===== config.mk =====
export PLATFORM = sky130hd
export DESIGN_NAME = spi_req_arbiter
export DESIGN_NICKNAME = d
export VERILOG_FILES = /design/src/rtl/spi_req_arbiter.sv
export SDC_FILE = /design/constraint.sdc
export NUM_CORES = 1
export LEC_CHECK = 0
export ABC_AREA = 1
export CORE_UTILIZATION = 48
export DETAILED_ROUTE_END_ITERATION = 10
export PLACE_DENSITY_LB_ADDON = 0.12
export SLEW_MARGIN = 20
export SYNTH_ARGS = -nofsm -noshare
export SYNTH_HDL_FRONTEND = slang
export SYNTH_SLANG_ARGS = --single-unit

===== constraint.sdc =====
create_clock -name clk -period 1.7 [get_ports clk]
set_input_delay 0.34 -clock clk [delete_from_list [all_inputs] [get_ports clk]]
set_output_delay 0.34 -clock clk [all_outputs]
set_load 0.05 [all_outputs]

===== src/rtl/spi_req_arbiter.sv =====
// Round-robin arbiter sharing one SPI master between N_REQ clients.
// It launches one frame, waits for finish or the watchdog, then holds a gap before re-arbitrating.
`ifndef DATA_WIDTH
`define DATA_WIDTH 8
`endif

module spi_req_arbiter #(
  parameter int N_REQ      = 4,
  parameter int DW         = `DATA_WIDTH,
  parameter int GAP_CYCLES = 2,
  parameter int TIMEOUT    = 4096,
  parameter int TMR_W      = 16
) (
  input  logic                clk,
  input  logic                rst_n,
  input  logic [N_REQ-1:0]    req,
  input  logic [N_REQ*DW-1:0] req_data,
  output logic [N_REQ-1:0]    gnt,
  output logic [N_REQ-1:0]    done,
  output logic                timeout_err,
  output logic                busy,
  output logic                spi_start,
  output logic [DW-1:0]       spi_data,
  input  logic                spi_finish
);

  // state  | meaning
  // IDLE   | waiting for any req, arbitrates round-robin from r_ptr
  // LAUNCH | spi_start high for one cycle, owner data latched
  // BUSY   | frame in flight, watchdog counting
  // GAP    | enforced idle time so the master can raise ss_n
  typedef enum logic [1:0] {S_IDLE, S_LAUNCH, S_BUSY, S_GAP} state_t;

  localparam int PW = (N_REQ > 1) ? $clog2(N_REQ) : 1;
  localparam logic [TMR_W-1:0] GAP_LAST = (GAP_CYCLES == 0) ? '0 : TMR_W'(GAP_CYCLES - 1);
  localparam logic [TMR_W-1:0] TO_LAST  = (TIMEOUT == 0) ? '0 : TMR_W'(TIMEOUT - 1);
  localparam logic [N_REQ-1:0] ONE      = N_REQ'(1);

  state_t            r_state;
  logic [PW-1:0]     r_ptr;
  logic [PW-1:0]     r_owner;
  logic [TMR_W-1:0]  r_cnt;
  logic [N_REQ-1:0]  r_gnt;
  logic [N_REQ-1:0]  r_done;
  logic              r_err;
  logic              r_busy;
  logic              r_start;
  logic [DW-1:0]     r_data;

  logic [PW-1:0]     w_win;
  logic [PW-1:0]     w_ptr_nxt;
  logic              w_end_frame;

  // First set request at or after ptr, wrapping; scanning downward lets the nearest one win.
  function automatic logic [PW-1:0] pick(input logic [N_REQ-1:0] rq, input logic [PW-1:0] ptr);
    logic [PW-1:0] win;
    int idx;
    win = ptr;
    for (int i = N_REQ - 1; i >= 0; i--) begin
      idx = int'(ptr) + i;
      if (idx >= N_REQ) idx = idx - N_REQ;
      if (rq[idx]) win = PW'(idx);
    end
    return win;
  endfunction

  assign w_win       = pick(req, r_ptr);
  assign w_ptr_nxt   = (r_owner == PW'(N_REQ - 1)) ? '0 : r_owner + 1'b1;
  assign w_end_frame = spi_finish || ((TIMEOUT != 0) && (r_cnt == TO_LAST));

  always_ff @(posedge clk or negedge rst_n) begin
    if (!rst_n) begin
      r_state <= S_IDLE;
      r_ptr   <= '0;
      r_owner <= '0;
      r_cnt   <= '0;
      r_gnt   <= '0;
      r_done  <= '0;
      r_err   <= 1'b0;
      r_busy  <= 1'b0;
      r_start <= 1'b0;
      r_data  <= '0;
    end else begin
      r_done <= '0;
      r_err  <= 1'b0;
      case (r_state)
        S_IDLE: begin
          if (|req) begin
            r_owner <= w_win;
            r_gnt   <= ONE << w_win;
            r_data  <= req_data[w_win*DW +: DW];
            r_start <= 1'b1;
            r_busy  <= 1'b1;
            r_state <= S_LAUNCH;
          end
        end
        S_LAUNCH: begin
          r_start <= 1'b0;
          r_cnt   <= '0;
          r_state <= S_BUSY;
        end
        S_BUSY: begin
          if (w_end_frame) begin
            // finish has priority over a watchdog hit in the same cycle
            if (spi_finish) r_done <= ONE << r_owner;
            else            r_err  <= 1'b1;
            r_gnt   <= '0;
            r_ptr   <= w_ptr_nxt;
            r_cnt   <= '0;
            r_state <= S_GAP;
          end else if (r_cnt != '1) begin
            r_cnt <= r_cnt + 1'b1;
          end
        end
        S_GAP: begin
          if (r_cnt >= GAP_LAST) begin
            r_busy  <= 1'b0;
            r_state <= S_IDLE;
          end else begin
            r_cnt <= r_cnt + 1'b1;
          end
        end
        default: r_state <= S_IDLE;
      endcase
    end
  end

  assign gnt         = r_gnt;
  assign done        = r_done;
  assign timeout_err = r_err;
  assign busy        = r_busy;
  assign spi_start   = r_start;
  assign spi_data    = r_data;

endmodule


==> flow_summary.toml <==
[layout]
area_growth_pct = 56.8
drive_above_1_share_pct = 40.1
fin_area_um2 = 4820
fill_cells = 388
nNetsFinal = 604
antenna_cells = 0

[logic_synthesis]
synth-edff-count = 0
netlist_top_cells_count = "137 x nand2_1, 44 x nand3_1, 41 x dfrtp_1"
synth_seq_cells = 41
synth_cell_types = 35
syn-cell-area_um2 = 3070
ys_warn_count = 0
synth.avg_cell_area_um2 = 7.24
synth_most_common_cell = "nand2_1"
synth_top_area_share_pct = 33.4
yosysTopAreaCell = "dfrtp_1"
yosys-top-cells-area = "dfrtp_1 33%, nand2_1 17%, nand3_1 7.2%, ha_1 4.9%, inv_1 4.3%"
ys.flop_type = "dfrtp_1"
syn_inst = 424
syn_nets = 475
ys_async_sr_fraction_pct = 100
yosysSeqAreaShare_pct = 33.4

[worst_setup_path]
slowest_stage = "dfrtp_2"
crit_path_end_kind = "flop"
r2r-end = "spi_data[0]"
cpPeakStageDelay_ns = 0.47
r2r_cells = 15
crit_type = "reg2reg"
r2r-start = "r_ptr[0]"
cp_data_arrival_time_ns = 2.19
rrSetupSlack_ns = -0.25
worstPathCellList = "inv_4 > nand2_1 > nand2_4 > nand2_4 > nand2_2 > nand2_4 > nand2_8 > nand2_8 > nand2_8 > nand3_1 > nand2_2 > nand2_1 > nand2_1 > nand2_1 > nand2_1"
crit_top_cell = "nand2_1"
startpoint_type = "flop"
worstPathMaxFanout = 8
required_ns = 1.94

[pwr]
vdd_drop_max_uv = 1910
p_leak_nw = 2.35
combPwrFrac_pct = 73.7
p_switching_mw = 4.75
p_clk_share_pct = 9.6
internal_power_mw = 4.04
switching_share_pct = 54.1
p_seq_share_pct = 16.7
p_per_area_nw_per_um2 = 1830

[global_route]
grt_first_pass_wirelength_mm = 14.5
grt_pass1_vias = 3229
globalRouteOverflowTotal = 0
antenna_found_initial = 0
grt_usage_pct = 28.3
grt_max_degree = 20

[floorplan]
die_h_um = 82.0
die-area_um2 = 6720
die_w_um = 82.0
initial_core_util_pct = 50.7
fp.coreArea_um2 = 6060
ios = 58
num_rows = 28

[timing]
finalSetupTns_ns = -3.96
setup_viol = 30
drv_slew = 0
finalCriticalPeriod_ns = 1.95
skew_ns = 0.00549
fin_ws_ns = -0.253
fmax_mhz = 512
grt_setup_unrepaired = "true"
finalHoldViolations = 0
fin_crit_sh_pct = 115
slew_headroom_pct = 70.2
worstMarginPinSlew_ns = 0.447

[detailed_routing]
firstDrtPassIters = 5
via_per_inst = 5.58
ant_nets = 0
wl_per_cell_um = 16.6
drt_drc_violations_left = 0
drt_wl_total_mm = 10.5
vias = 3507
dr.first_iter.drc_count = 162

[clock_network]
cts_max_level = 2
clock_path_buffers = 2
insertion_delay_ns = 0.30
clock_sinks = 41
path_clk_slew_ns = 0.09
root_buffer = "clkbuf_8"
tritoncts = "built"
cts_buffers = 5

[job]
cap_violations = 0

[place]
port_buffers = 57
gp_congestion = 0.917
hpwlAfterDp_mm = 5.94
post_dp_cell_area_um2 = 4000

[min_path]
min_path_type = "reg2reg"
hold_end = "spi_data[7]"
min_from = "spi_data[7]"
holdPathStages = 2

[outcome]
status = "finished, violations left"
violations = "setup timing"
[cell families after synthesis]
group	synth area share [%]
simple gates	42.0
fa+ha+maj	4.89
compound gates	6.76
xor+xnor	3.99
flops	33.4
buf+inv	8.96
[sequential cells by signal, summed over array words and instances (netlist names)]
signal	flops
busy	1
done	4
gnt	4
r_cnt	16
r_owner	2
r_ptr	2
r_state	2
spi_data	8
spi_start	1
timeout_err	1
[timing repair]
item	4_1_cts	5_1_grt
cloned	7	0
setup endpoints to repair	33	34
gates resized for setup	78	56
endpoints found under the hold margin	17	0
hold buffers	1	0
pin swaps	27	26
setup buffers	9	6
[metal layers]
layer | GRT usage, % | vias to the layer above | part of all wire, %
met2 | 51.1 | 144 | 51
met5 | 0 | - | 0
li1 | - | 1633 | -
met1 | 32.4 | 1687 | 39
met3 | 5.22 | 43 | 6.0
met4 | 12.3 | 0 | 3.4
[layout by cell type (no fill, tap or decap), drive strengths merged]
cell	instances
a21oi	3
a31oi	1
buf	91
bufinv	1
clkbuf	6
clkdlybuf4s50	33
clkinv	1
clkinvlp	1
dfrtp	41
dlygate4sd2	4
dlygate4sd3	1
ha	12
inv	43
nand2	150
nand3	59
nand3b	1
nand4	4
nor2	28
nor3	21
nor3b	1
nor4	2
o21ai	35
o31ai	1
xnor2	1
xor2	13
[cell type report]
cell class                      instances  area (um^2)  share of cell area (%)
Tap cell                               75         93.8                    1.95
Timing Repair inverter                  1         11.3                   0.234
Multi-Input combinational cell        332         2270                    47.2
Timing Repair Buffer                  129         1110                    23.0
Inverter                               43          181                    3.77
Clock buffer                            6         82.6                    1.71
Clock inverter                          2         37.5                   0.779
Sequential cell                        41         1030                    21.4
[how the worst max path moves through the flow]
| stage | startpoint | to | slack (ns) | cells past startpoint |
|---|---|---|---|---|
| floorplan | r_cnt[0] | r_cnt[10] | 0.0003 | 12 |
| global placement | req[3] | spi_data[4] | -0.39 | 15 |
| detailed placement | req[3] | spi_data[3] | -0.45 | 14 |
| CTS | r_ptr[0] | spi_data[3] | -0.05 | 14 |
| global route | r_ptr[0] | spi_data[6] | -0.41 | 15 |
| finish | r_ptr[0] | spi_data[0] | -0.25 | 15 |
[metrics by stage]
stage	hold slack [ns]	cells	utilization, %	power (mW)	setup WS, ns
6_report	0.488	629	79.5	8.80	-0.253
5_1_grt	0.518	629	79.5	9.37	-0.405
4_1_cts	0.495	623	75.0	7.94	-0.0520
3_5_place_dp	0.304	598	66.0	6.09	-0.445
3_3_place_gp	0.298	598	66.0	6.01	-0.393
2_1_floorplan	0.0444	424	-	4.87	0.000292
[critical path: cells and delay by family, from the launching register on]
family	cells	cell delay [ns]
flops	1	0.47
simple gates	14	1.32
buf+inv	1	0.10
[power by group through the flow]
stage	Combinational [mW]	Sequential (mW)	Clock, mW
final	6.48	1.47	0.842
after global routing	6.98	1.49	0.901
after CTS	5.65	1.45	0.848
after detailed placement	4.63	1.46	0
after global placement	4.56	1.46	0
after floorplan	2.91	1.95	0
(Power assumes the default switching activity.)
